--- src/rtl/dram_sched_pkg.sv ---
// dram_sched_pkg
// Shared types and default timing for the DRAM command scheduler:
//   cmd_e    - command encoding driven on the dram_if cmd bus
//   state_e  - scheduler FSM states
//   DEF_*    - default widths and timing (in clk cycles)
//   tmr_load - converts a command spacing into a down-counter load value
package dram_sched_pkg;

    typedef enum logic [1:0] {
        CMD_ACT   = 2'b00,
        CMD_READ  = 2'b01,
        CMD_WRITE = 2'b10,
        CMD_PRE   = 2'b11
    } cmd_e;

    typedef enum logic [2:0] {
        ST_IDLE    = 3'd0,
        ST_PRE     = 3'd1,
        ST_ACT     = 3'd2,
        ST_RW      = 3'd3,
        ST_RD_WAIT = 3'd4
    } state_e;

    localparam int DEF_ROW_W      = 6;
    localparam int DEF_COL_W      = 5;
    localparam int DEF_DATA_W     = 8;
    localparam int DEF_T_RCD      = 2;
    localparam int DEF_T_RP       = 2;
    localparam int DEF_T_RAS      = 4;
    localparam int DEF_RD_TIMEOUT = 15;

    localparam int TMR_W = 8;

    // A timer loaded at the end of cycle n reads zero in cycle n+cycles, so
    // the load value is one less than the spacing being enforced.
    function automatic logic [TMR_W-1:0] tmr_load(input int cycles);
        return (cycles > 0) ? TMR_W'(cycles - 1) : '0;
    endfunction

endpackage

--- src/rtl/dram_timer.sv ---
// dram_timer
// Loadable saturating down-counter. expired is high whenever the count is 0.
// Ports:
//   clk      in   clock
//   rst      in   asynchronous active-high reset (count cleared = expired)
//   load     in   load load_val this cycle (takes priority over counting)
//   load_val in   W  value to load
//   expired  out  count is zero
module dram_timer #(
    parameter int W = 8
) (
    input  logic         clk,
    input  logic         rst,
    input  logic         load,
    input  logic [W-1:0] load_val,
    output logic         expired
);

    logic [W-1:0] count;

    always_ff @(posedge clk or posedge rst) begin
        if (rst) begin
            count <= '0;
        end else if (load) begin
            count <= load_val;
        end else if (count != '0) begin
            count <= count - 1'b1;
        end
    end

    assign expired = (count == '0);

endmodule

--- src/rtl/dram_cmd_sched.sv ---
// dram_cmd_sched
// Request-side scheduler for the dram_if command bus. Accepts one read/write
// request at a time, tracks the single open row, inserts PRE/ACT as needed and
// enforces tRP/tRCD/tRAS. Read data is returned as a one-cycle response pulse,
// or as an error response if the DRAM does not answer within RD_TIMEOUT cycles.
//
// Build option: DRAM_SCHED_CLOSE_PAGE_EN selects a close-page policy (PRE after
// every access, each request starts with ACT). Undefined: open-page policy.
//
// Ports:
//   clk, rst                       clock, asynchronous active-high reset
//   req_valid/req_ready            request handshake (ready only in IDLE)
//   req_we/req_row/req_col/req_wdata  request fields, latched on accept
//   rsp_valid/rsp_data/rsp_err     one-cycle read response
//   cmd_vld/cmd/row/col/wr_data    dram_if command bus (fields hold when idle)
//   rd_data/dram_valid             read data return from DRAM
//
// state      | meaning
// -----------+-----------------------------------------------------------
// ST_IDLE    | ready for a request, decides hit / miss / cold
// ST_PRE     | waiting for tRAS, then issues PRE
// ST_ACT     | waiting for tRP, then issues ACT with the latched row
// ST_RW      | waiting for tRCD, then issues READ or WRITE
// ST_RD_WAIT | waiting for dram_valid or read timeout
module dram_cmd_sched
    import dram_sched_pkg::*;
#(
    parameter int ROW_W      = DEF_ROW_W,
    parameter int COL_W      = DEF_COL_W,
    parameter int DATA_W     = DEF_DATA_W,
    parameter int T_RCD      = DEF_T_RCD,
    parameter int T_RP       = DEF_T_RP,
    parameter int T_RAS      = DEF_T_RAS,
    parameter int RD_TIMEOUT = DEF_RD_TIMEOUT
) (
    input  logic              clk,
    input  logic              rst,
    input  logic              req_valid,
    output logic              req_ready,
    input  logic              req_we,
    input  logic [ROW_W-1:0]  req_row,
    input  logic [COL_W-1:0]  req_col,
    input  logic [DATA_W-1:0] req_wdata,
    output logic              rsp_valid,
    output logic [DATA_W-1:0] rsp_data,
    output logic              rsp_err,
    output logic              cmd_vld,
    output logic [1:0]        cmd,
    output logic [ROW_W-1:0]  row,
    output logic [COL_W-1:0]  col,
    output logic [DATA_W-1:0] wr_data,
    input  logic [DATA_W-1:0] rd_data,
    input  logic              dram_valid
);

    state_e state_q, state_d;

    logic              lat_we;
    logic [ROW_W-1:0]  lat_row;
    logic [COL_W-1:0]  lat_col;
    logic [DATA_W-1:0] lat_wdata;

    logic              open_vld_q;
    logic [ROW_W-1:0]  open_row_q;

    cmd_e              last_cmd_q;
    logic [ROW_W-1:0]  last_row_q;
    logic [COL_W-1:0]  last_col_q;
    logic [DATA_W-1:0] last_wdata_q;

    logic accept, issue, capture, timeout;
    cmd_e issue_cmd;
    logic ld_rcd, ld_rp, ld_ras, ld_to;
    logic rcd_exp, rp_exp, ras_exp, to_exp;

    dram_timer #(.W(TMR_W)) u_trcd (
        .clk(clk), .rst(rst), .load(ld_rcd), .load_val(tmr_load(T_RCD)), .expired(rcd_exp)
    );
    dram_timer #(.W(TMR_W)) u_trp (
        .clk(clk), .rst(rst), .load(ld_rp), .load_val(tmr_load(T_RP)), .expired(rp_exp)
    );
    dram_timer #(.W(TMR_W)) u_tras (
        .clk(clk), .rst(rst), .load(ld_ras), .load_val(tmr_load(T_RAS)), .expired(ras_exp)
    );
    dram_timer #(.W(TMR_W)) u_trd_to (
        .clk(clk), .rst(rst), .load(ld_to), .load_val(tmr_load(RD_TIMEOUT)), .expired(to_exp)
    );

    // rst gates ready so no handshake is seen while reset is held.
    assign req_ready = (state_q == ST_IDLE) && !rst;

    always_ff @(posedge clk or posedge rst) begin
        if (rst) begin
            state_q <= ST_IDLE;
        end else begin
            state_q <= state_d;
        end
    end

    always_comb begin
        state_d   = state_q;
        accept    = 1'b0;
        issue     = 1'b0;
        issue_cmd = CMD_PRE;
        capture   = 1'b0;
        timeout   = 1'b0;
        ld_rcd    = 1'b0;
        ld_rp     = 1'b0;
        ld_ras    = 1'b0;
        ld_to     = 1'b0;
        case (state_q)
            ST_IDLE: begin
                if (req_valid && req_ready) begin
                    accept = 1'b1;
`ifdef DRAM_SCHED_CLOSE_PAGE_EN
                    state_d = ST_ACT;
`else
                    if (open_vld_q && (open_row_q == req_row)) begin
                        state_d = ST_RW;
                    end else if (open_vld_q) begin
                        state_d = ST_PRE;
                    end else begin
                        state_d = ST_ACT;
                    end
`endif
                end
            end
            ST_PRE: begin
                if (ras_exp) begin
                    issue     = 1'b1;
                    issue_cmd = CMD_PRE;
                    ld_rp     = 1'b1;
`ifdef DRAM_SCHED_CLOSE_PAGE_EN
                    // Close-page PRE only ever follows a completed access.
                    state_d = ST_IDLE;
`else
                    state_d = ST_ACT;
`endif
                end
            end
            ST_ACT: begin
                if (rp_exp) begin
                    issue     = 1'b1;
                    issue_cmd = CMD_ACT;
                    ld_rcd    = 1'b1;
                    ld_ras    = 1'b1;
                    state_d   = ST_RW;
                end
            end
            ST_RW: begin
                if (rcd_exp) begin
                    issue = 1'b1;
                    if (lat_we) begin
                        issue_cmd = CMD_WRITE;
`ifdef DRAM_SCHED_CLOSE_PAGE_EN
                        state_d = ST_PRE;
`else
                        state_d = ST_IDLE;
`endif
                    end else begin
                        issue_cmd = CMD_READ;
                        ld_to     = 1'b1;
                        state_d   = ST_RD_WAIT;
                    end
                end
            end
            ST_RD_WAIT: begin
                // A valid strobe in the last timeout cycle still wins.
                if (dram_valid) begin
                    capture = 1'b1;
                end else if (to_exp) begin
                    timeout = 1'b1;
                end
                if (dram_valid || to_exp) begin
`ifdef DRAM_SCHED_CLOSE_PAGE_EN
                    state_d = ST_PRE;
`else
                    state_d = ST_IDLE;
`endif
                end
            end
            default: state_d = ST_IDLE;
        endcase
    end

    always_ff @(posedge clk or posedge rst) begin
        if (rst) begin
            lat_we       <= 1'b0;
            lat_row      <= '0;
            lat_col      <= '0;
            lat_wdata    <= '0;
            open_vld_q   <= 1'b0;
            open_row_q   <= '0;
            last_cmd_q   <= CMD_PRE;
            last_row_q   <= '0;
            last_col_q   <= '0;
            last_wdata_q <= '0;
            rsp_valid    <= 1'b0;
            rsp_data     <= '0;
            rsp_err      <= 1'b0;
        end else begin
            rsp_valid <= capture || timeout;
            rsp_err   <= timeout;
            if (capture) begin
                rsp_data <= rd_data;
            end else if (timeout) begin
                rsp_data <= '0;
            end
            if (accept) begin
                lat_we    <= req_we;
                lat_row   <= req_row;
                lat_col   <= req_col;
                lat_wdata <= req_wdata;
            end
            if (issue) begin
                last_cmd_q <= issue_cmd;
                case (issue_cmd)
                    CMD_ACT: begin
                        last_row_q <= lat_row;
                        open_vld_q <= 1'b1;
                        open_row_q <= lat_row;
                    end
                    CMD_PRE: begin
                        open_vld_q <= 1'b0;
                    end
                    CMD_READ: begin
                        last_col_q <= lat_col;
                    end
                    CMD_WRITE: begin
                        last_col_q   <= lat_col;
                        last_wdata_q <= lat_wdata;
                    end
                    default: ;
                endcase
            end
        end
    end

    // Command fields show the latched request while a command is issued and
    // otherwise hold the value of the last command that used them.
    assign cmd_vld = issue;
    assign cmd     = issue ? issue_cmd : last_cmd_q;
    assign row     = (issue && issue_cmd == CMD_ACT) ? lat_row : last_row_q;
    assign col     = (issue && (issue_cmd == CMD_READ || issue_cmd == CMD_WRITE))
                     ? lat_col : last_col_q;
    assign wr_data = (issue && issue_cmd == CMD_WRITE) ? lat_wdata : last_wdata_q;

endmodule
--- config.mk ---
export PLATFORM = sky130hd
export DESIGN_NAME = dram_cmd_sched
export DESIGN_NICKNAME = d
export VERILOG_FILES = /design/src/rtl/dram_sched_pkg.sv /design/src/rtl/dram_timer.sv /design/src/rtl/dram_cmd_sched.sv
export SDC_FILE = /design/constraint.sdc
export NUM_CORES = 1
export LEC_CHECK = 0
export CAP_MARGIN = 20
export CORE_MARGIN = 3
export CORE_UTILIZATION = 49
export CTS_CLUSTER_DIAMETER = 150
export DETAILED_ROUTE_END_ITERATION = 7
export PLACE_DENSITY = 0.77
export REMOVE_ABC_BUFFERS = 1
export SLEW_MARGIN = 25
export SYNTH_ARGS = -nofsm -noshare
export SYNTH_HDL_FRONTEND = slang
export SYNTH_SLANG_ARGS = --single-unit
--- constraint.sdc ---
create_clock -name clk -period 3.3 [get_ports clk]
set_input_delay 0.495 -clock clk [delete_from_list [all_inputs] [get_ports clk]]
set_output_delay 0.495 -clock clk [all_outputs]
set_load 0.02 [all_outputs]
==> flow_metrics.py, run 1 <==
metrics = {
    "run_status": {
        "outcome": "complete, but fails checks",
        "violations": "negative setup slack",
    },
    "sta": {
        "min_period_ns": 3.50,
        "fmax_mhz": 286,
        "slew_headroom": 0.489,
        "period_share": 1.06,
        "setup_ws_ns": -0.197,
        "fin_setup_tns_ns": -1.81,
        "fin_skew_ns": 0.00848,
        "maxSlewViolCount": 0,
        "final-setup-viol-count": 11,
        "rsz0062_at_grt": "yes",
        "worst_pin_slew_ns": 0.747,
        "hold_viol_final": 0,
    },
    "place": {
        "place_ws_ns": -0.280,
        "place_hpwl_um": 6520,
        "io_buffers": 64,
        "gp_congestion": 0.845,
        "post_dp_cell_area_mm2": 0.00534,
    },
    "pwr": {
        "power.density_mw_per_mm2": 678,
        "internal-power_mw": 2.54,
        "power_mw": 3.98,
        "p_clk_frac": 0.188,
        "p_leak_nw": 2.80,
        "combPwrFrac": 0.378,
        "power_frac_seq": 0.434,
        "switching_share": 0.361,
        "ir_drop_uv": 362,
        "p_sw_mw": 1.43,
    },
    "setup_path": {
        "critPathLaunchType": "register",
        "criticalPathCategory": "reg2out",
        "cp_max_fo": 4,
        "worstPathRequired_ns": 2.80,
        "critical_path_arrival_ns": 3.00,
        "cp-end-kind": "output port",
    },
    "drt": {
        "drt-vias-per-instance": 5.47,
        "vias": 3363,
        "ant_nets": 0,
        "drt_pass1_iterations": 5,
        "post_drt_wl_per_cell_um": 17.8,
        "drc": 0,
        "routed_wl_um": 10900,
        "drt_iter0_drc": 220,
    },
    "job": {
        "max_cap_violations": 0,
    },
    "finish": {
        "final_cell_area_mm2": 0.00587,
        "final_nets": 546,
        "drive_gt1_frac": 0.365,
        "layout_common_cells": "85 x dfrtp_1, 69 x buf_4, 42 x clkdlybuf4s50_1",
        "syn_to_final_growth_pct": 36.5,
        "antennaDiodeCount": 0,
        "final_common_cell": "dfrtp_1",
    },
    "logic_synthesis": {
        "synth.distinct_cells": 51,
        "yosysSeqAreaShare": 0.507,
        "syn_inst": 368,
        "synth_edf_count": 0,
        "ys.flop_type": "dfrtp_1",
        "synthArstFlopShare": 1.00,
        "syn_area_per_cell_um2": 11.7,
        "synth_area_mm2": 0.00430,
        "synth_warnings": 0,
        "ys_ff_latch": 87,
    },
    "global_route": {
        "grt_pass1_vias": 3534,
        "grt_usage": 0.212,
        "antenna_found_initial": 0,
        "grt_pass1_wl_um": 16900,
        "overflow": 0,
        "grt_max_degree": 27,
    },
    "floorplanning": {
        "std_cell_rows": 33,
        "pin_count": 65,
        "die_h_um": 99.7,
        "die_w_um": 99.7,
        "core_mm2": 0.00838,
        "initial_core_util": 0.513,
        "dieArea_mm2": 0.00994,
    },
    "clock_network": {
        "cts_tree": "built",
        "htreeDepth": 3,
        "cts_sinks": 87,
        "insertion_delay_ns": 0.36,
        "cts-hold-fix-buffers": 0,
        "cts-root-buf": "clkbuf_8",
        "clkSlewWorstSetupHoldPaths_ns": 0.09,
        "clockBufferDepth": 2,
        "cts_inserted_buffers": 9,
    },
    "min_path": {
        "min_path_type": "in2async",
    },
}
synthesized netlist by cell type (all sizes together) (6+ instances only):
cell type / n / area share
a21oi: 8 / 0.010
a22o: 8 / 0.016
buf: 6 / 0.012
clkbuf: 7 / 0.0061
dfrtp: 85 / 0.49
ha: 9 / 0.026
inv: 15 / 0.013
mux2: 58 / 0.17
nand2: 25 / 0.022
nor2: 39 / 0.034
nor3: 14 / 0.016
nor4: 11 / 0.016
o21ai: 8 / 0.013
xnor2: 12 / 0.024
xor2: 14 / 0.029
routing by layer:
metal	vias up	share of wire	GRT usage
met2	106	0.51	0.351
li1	1566	-	-
met3	25	0.049	0.0519
met5	-	0	0
met1	1666	0.41	0.270
met4	0	0.030	0.0777
final timing paths:
path                                     start              to  slack (ns)  depth (start not counted)
worst max-delay path            u_trp.count[1]          col[0]       -0.20                         11
worst min-delay path                       rst      open_vld_q        0.50                          2
worst max register to register  u_trp.count[1]  u_trp.count[5]        0.07                         22
worst min register to register   last_col_q[1]   last_col_q[1]        0.50                          1
max in group asynchronous                  rst   last_cmd_q[0]        2.12                          3
min in group clk                 last_col_q[1]   last_col_q[1]        0.50                          1
sequential cells by signal, indices dropped and copies added, names as in the netlist, 2 cells and up:
signal and flops:
last_row_q 6, lat_col 5, u_trd_to.count 8, u_tras.count 8, lat_row 6, last_col_q 5, state_q 3, last_wdata_q 8
lat_wdata 8, u_trcd.count 8, rsp_data 8, u_trp.count 8, last_cmd_q 2
repair_timing:
item                       in CTS  in global routing
resized for setup              75                 47
setup endpoints to repair      22                 23
setup buffers                  25                  6
pin swaps                       4                  6
gates cloned                    1                  1
cell families after synthesis:
family / share of synthesized area
AO/OA/AOI/OAI: 0.0655
XOR/XNOR: 0.0530
adder cells (fa/ha/maj): 0.0262
buffers and inverters: 0.0308
flip-flops: 0.507
multiplexers: 0.181
AND/OR/NAND/NOR: 0.137
layout make-up:
| type | instances | area (µm²) |
|---|---|---|
| clock buffers | 10 | 128 |
| clock inverters | 6 | 70.1 |
| fillers | 544 | 2510 |
| inverters | 15 | 57.6 |
| multi-input cells | 255 | 2160 |
| flip-flops and latches | 87 | 2180 |
| well taps | 105 | 131 |
| repair buffers | 137 | 1140 |
worst max-delay path, cell delays in order (launching register included):
cell and delay (ns):
dfrtp_1 0.42, inv_2 0.12, ha_4 0.15, nor3b_4 0.20, nand2_1 0.12, or3_4 0.43, a21oi_4 0.18, ha_4 0.22
o21ba_4 0.26, buf_6 0.11, mux2_4 0.30, buf_6 0.13
stage by stage:
stage | cells | utilization | hold WS (ns)
2_1_floorplan | 355 | - | 0.450
3_3_place_gp | 569 | 0.637 | 0.481
3_5_place_dp | 569 | 0.637 | 0.480
4_1_cts | 611 | 0.689 | 0.496
5_1_grt | 615 | 0.700 | 0.513
6_report | 615 | 0.700 | 0.504
power by group through the flow:
| stage | clock [mW] | combinational [mW] | sequential (mW) |
|---|---|---|---|
| after floorplan | 0 | 0.839 | 1.68 |
| after global placement | 0 | 1.30 | 1.68 |
| after detailed placement | 0 | 1.36 | 1.70 |
| after CTS | 0.758 | 1.40 | 1.70 |
| after global routing | 0.802 | 1.65 | 1.77 |
| final | 0.749 | 1.50 | 1.73 |
No activity file was read; power rests on OpenSTA's default activity.
==> inputs of run 2 (changes only) <==
==> constraint.sdc (replaced) <==
create_clock -name clk -period 3.3 [get_ports clk]
set_input_delay 0.825 -clock clk [delete_from_list [all_inputs] [get_ports clk]]
set_output_delay 0.825 -clock clk [all_outputs]
set_load 0.02 [all_outputs]
==> flow_metrics.py, run 2 (same netlist as run 1, synthesis figures left out) <==
metrics = {
    "sta": {
        "hold_viol_final": 0,
        "slew_headroom": 0.482,
        "fin_skew_ns": 0.0140,
        "period_share": 1.10,
        "maxSlewViolCount": 0,
        "setup_ws_ns": -0.323,
        "fmax_mhz": 276,
        "fin_setup_tns_ns": -4.53,
        "min_period_ns": 3.62,
        "whs_ns": 0.513,
        "final-setup-viol-count": 20,
        "rsz0062_at_grt": "yes",
        "worst_pin_slew_ns": 0.778,
    },
    "drt": {
        "drt_iter0_drc": 221,
        "drt-vias-per-instance": 5.45,
        "drt-met1-wl_um": 4440,
        "top_layer": "met4",
        "drt_pass1_iterations": 4,
        "vias": 3392,
        "routed_wl_um": 10700,
        "post_drt_wl_per_cell_um": 17.2,
        "drc": 0,
        "ant_nets": 0,
        "wl_met2_um": 5540,
        "wl_met3_um": 415,
    },
    "floorplanning": {
        "pin_count": 65,
        "die_h_um": 99.7,
        "initial_core_util": 0.513,
        "die_w_um": 99.7,
        "dieArea_mm2": 0.00994,
        "std_cell_rows": 33,
        "core_mm2": 0.00838,
    },
    "pwr": {
        "power.density_mw_per_mm2": 691,
        "ir_drop_uv": 445,
        "p_leak_nw": 2.86,
    },
    "clock_network": {
        "cts_inserted_buffers": 9,
        "clockBufferDepth": 2,
        "cts_tree": "built",
        "cts-root-buf": "clkbuf_8",
        "cts_sinks": 87,
        "clkSlewWorstSetupHoldPaths_ns": 0.10,
        "insertion_delay_ns": 0.37,
        "htreeDepth": 3,
    },
    "setup_path": {
        "worstPathRequired_ns": 2.47,
        "critical_path_arrival_ns": 2.80,
        "critPathBufInv": 4,
        "cpMostUsedCell": "buf_4",
        "reg2reg_from": "u_tras.count[5]",
        "cp-endpoint": "row[5]",
        "critPathMaxStageDelay_ns": 0.44,
        "slowest_stage": "dfrtp_1",
        "cp_top_family": "buffers and inverters",
        "cp.depth": 11,
        "startpoint": "u_trp.count[5]",
        "cp_max_fo": 5,
        "cp_cell_sequence": "nor4_4 -> buf_4 -> nand3b_1 -> a21oi_2 -> nand2_2 -> buf_4 -> inv_1 -> ha_4 -> o21ai_4 -> mux2_1 -> buf_2",
        "r2r_slack_ns": 0.63,
        "critPathLaunchType": "register",
        "worstRegToRegCells": 11,
        "criticalPathCategory": "reg2out",
        "cp-end-kind": "output port",
        "timing.rr.end": "last_wdata_q[4]",
    },
    "finish": {
        "final_cell_area_mm2": 0.00598,
        "layout_common_cells": "85 x dfrtp_1, 73 x buf_4, 42 x clkdlybuf4s50_1",
        "final_common_cell": "dfrtp_1",
        "syn_to_final_growth_pct": 39.1,
        "fin_util": 0.714,
        "antennaDiodeCount": 0,
        "drive_gt1_frac": 0.385,
        "final_nets": 553,
    },
    "run_status": {
        "outcome": "complete, but fails checks",
        "violations": "negative setup slack",
    },
    "global_route": {
        "grt_pass1_vias": 3556,
        "grt_max_degree": 88,
        "grt_pass1_wl_um": 17000,
        "grt_usage": 0.214,
        "overflow": 0,
        "antenna_found_initial": 0,
    },
    "place": {
        "io_buffers": 64,
        "place_hpwl_um": 6480,
        "place_ws_ns": -0.672,
        "gp_congestion": 0.831,
        "post_dp_cell_area_mm2": 0.00546,
    },
    "job": {
        "max_cap_violations": 0,
    },
    "min_path": {
        "min_path_type": "reg2reg",
    },
}
## run 2: worst min path at each step
stage | start | endpoint | depth (start not counted)
finish | rsp_data[4] | rsp_data[4] | 1
global route | rsp_data[4] | rsp_data[4] | 1
CTS | last_col_q[1] | last_col_q[1] | 1
detailed placement | last_col_q[1] | last_col_q[1] | 1
global placement | last_col_q[4] | last_col_q[4] | 1
floorplan | last_col_q[0] | last_col_q[0] | 1
## run 2: what timing repair did
| action | 4_1_cts | 5_1_grt |
|---|---|---|
| hold buffers | 0 | 0 |
| endpoints found under the setup margin | 22 | 22 |
| cloned | 2 | 0 |
| buffers inserted | 12 | 10 |
| resized for setup | 124 | 20 |
| pin swaps | 9 | 8 |
## run 2: where the power goes
group          internal, mW  switching, mW
Clock                 0.351          0.412
Combinational         0.887          0.765
Sequential             1.42          0.294
## run 2: layer usage
layer  vias up  GRT usage
li1       1571          -
met4         0     0.0809
met3        26     0.0449
met2        85      0.369
met5         -          0
met1      1710      0.264
## run 2: stage by stage
step / std cells / power (mW)
after detailed placement: 584 / 3.17
after global placement: 584 / 3.08
final: 622 / 4.13
after CTS: 613 / 4.04
after floorplan: 355 / 2.52
after global routing: 622 / 4.38
## run 2: area by class of cell
| class | count | area (µm²) |
|---|---|---|
| Multi-Input combinational cell | 255 | 2180 |
| Clock inverter | 7 | 72.6 |
| Tap cell | 105 | 131 |
| Sequential cell | 87 | 2180 |
| Timing Repair Buffer | 144 | 1230 |
| Clock buffer | 9 | 124 |
| Inverter | 15 | 57.6 |
| Fill cell | 542 | 2400 |
==> inputs of run 3 (changes only) <==
--- a/config.mk
+++ b/config.mk
@@ -12,6 +12,7 @@
 export DETAILED_ROUTE_END_ITERATION = 7
 export PLACE_DENSITY = 0.77
 export REMOVE_ABC_BUFFERS = 1
+export SKIP_LAST_GASP = 1
 export SLEW_MARGIN = 25
 export SYNTH_ARGS = -nofsm -noshare
 export SYNTH_HDL_FRONTEND = slang
==> flow_metrics.py, run 3 (same netlist as run 1, synthesis figures left out) <==
metrics = {
    "global_route": {
        "grt_max_degree": 88,
        "overflow": 0,
        "grt_usage": 0.221,
        "grt_pass1_wl_um": 17300,
        "grt_pass1_vias": 3575,
        "antenna_found_initial": 0,
    },
    "clock_network": {
        "cts-root-buf": "clkbuf_8",
        "cts_tree": "built",
        "clkSlewWorstSetupHoldPaths_ns": 0.09,
        "insertion_delay_ns": 0.36,
        "htreeDepth": 3,
        "clockBufferDepth": 2,
        "cts_sinks": 87,
        "cts_inserted_buffers": 9,
    },
    "finish": {
        "fillCellCount": 532,
        "final_nets": 554,
        "antennaDiodeCount": 0,
        "drive_gt1_frac": 0.386,
        "final_common_cell": "dfrtp_1",
        "multi_input_area_mm2": 0.00217,
        "layout_common_cells": "85 x dfrtp_1, 77 x buf_4, 42 x clkdlybuf4s50_1",
        "fin_util": 0.710,
        "syn_to_final_growth_pct": 38.4,
        "seqCellArea_mm2": 0.00218,
    },
    "pwr": {
        "p_leak_nw": 2.84,
        "power.density_mw_per_mm2": 695,
        "ir_drop_uv": 457,
    },
    "sta": {
        "maxSlewViolCount": 0,
        "hold_viol_final": 0,
        "setup_ws_ns": -0.328,
        "fin_skew_ns": 0.0112,
        "slew_headroom": 0.469,
        "fmax_mhz": 276,
        "worst_pin_slew_ns": 0.797,
        "min_period_ns": 3.63,
        "final-setup-viol-count": 21,
        "rsz0062_at_grt": "yes",
        "period_share": 1.10,
    },
    "setup_path": {
        "criticalPathCategory": "reg2out",
        "worstRegToRegCells": 10,
        "timing.rr.end": "last_col_q[4]",
        "cp_max_fo": 6,
        "worstPathRequired_ns": 2.47,
        "cp-end-kind": "output port",
        "critical_path_arrival_ns": 2.80,
        "r2r_slack_ns": 0.70,
        "critPathLaunchType": "register",
        "reg2reg_from": "u_trp.count[0]",
    },
    "min_path": {
        "min_path_type": "reg2reg",
        "worstHoldStart": "last_col_q[1]",
        "min_to": "last_col_q[1]",
        "min_path_cells": 1,
    },
    "drt": {
        "ant_nets": 0,
        "drt_pass1_iterations": 4,
        "vias": 3416,
        "drt_iter0_drc": 181,
        "routed_wl_um": 10900,
        "post_drt_wl_per_cell_um": 17.4,
        "drt-vias-per-instance": 5.48,
        "drc": 0,
    },
    "place": {
        "place_ws_ns": -0.672,
        "place_hpwl_um": 6480,
        "io_buffers": 64,
        "gp_congestion": 0.831,
    },
    "run_status": {
        "outcome": "complete, but fails checks",
        "violations": "negative setup slack",
    },
    "floorplanning": {
        "dieArea_mm2": 0.00994,
        "initial_core_util": 0.513,
        "core_mm2": 0.00838,
        "pin_count": 65,
        "std_cell_rows": 33,
        "die_w_um": 99.7,
        "die_h_um": 99.7,
    },
    "job": {
        "max_cap_violations": 0,
    },
}
## run 3: cell count changes in the layout (fill, tap and decap cells not counted)
cell / change
buf_2: +1
inv_2: +1
buf_6: -3
nor3_4: -1
inv_1: -1
nor3_1: +1
buf_12: -1
buf_4: +4
## run 3: worst max-delay path, stage by stage (launching register included)
cell     delay, ns
dfrtp_1       0.40
inv_2         0.08
ha_4          0.13
nor3b_4       0.21
nand2_1       0.10
or3_4         0.36
a21oi_4       0.18
ha_4          0.23
o21ba_4       0.30
mux2_4        0.33
buf_6         0.13
## run 3: per-stage QoR
step / hold slack [ns] / cells / setup TNS, ns / cell area [µm²] / total power, mW
floorplan: 0.450 / 355 / -4.81 / 4220 / 2.52
global placement: 0.481 / 584 / -7.03 / 5450 / 3.08
detailed placement: 0.473 / 584 / -9.82 / 5460 / 3.17
CTS: 0.501 / 613 / -3.64 / 5870 / 4.03
global route: 0.518 / 623 / -6.99 / 5950 / 4.38
finish: 0.500 / 623 / -4.54 / 5950 / 4.13
## run 3: timing repair
action                     in CTS  in global routing
cloned                          2                  0
setup endpoints to repair      22                 22
hold buffers                    0                  0
pin swaps                       9                  8
setup buffers                  12                 10
gates resized for setup       121                 16
## run 3: worst max path at each step
stage | slack [ns] | cells after the start | from | endpoint
2_1_floorplan | -0.51 | 9 | u_trp.count[0] | col[0]
3_3_place_gp | -0.51 | 10 | u_trp.count[0] | col[3]
3_5_place_dp | -0.67 | 10 | u_trp.count[0] | col[0]
4_1_cts | -0.26 | 10 | u_trp.count[0] | col[0]
5_1_grt | -0.44 | 10 | u_trp.count[0] | col[0]
6_report | -0.33 | 10 | u_trp.count[0] | col[0]
## run 3: cell type report
type                    instances  area share
clock buffers                   9      0.0208
flip-flops and latches         87       0.366
clock inverters                 7      0.0122
multi-input cells             255       0.365
well taps                     105      0.0221
inverters                      15     0.00967
repair buffers                145       0.204
## run 3: per-layer routing
layer | GRT usage | up-vias | routed length, µm
met5 | 0 | - | 0
met2 | 0.382 | 95 | 5620
met4 | 0.0945 | 0 | 306
met3 | 0.0470 | 29 | 453
met1 | 0.265 | 1711 | 4480
li1 | - | 1581 | -
## run 3: where the power goes
| part | switching (mW) | leakage, nW | internal (mW) |
|---|---|---|---|
| clock network | 0.412 | 0.0956 | 0.351 |
| logic | 0.767 | 1.64 | 0.893 |
| registers | 0.290 | 1.11 | 1.42 |
| total | 1.47 | 2.84 | 2.66 |
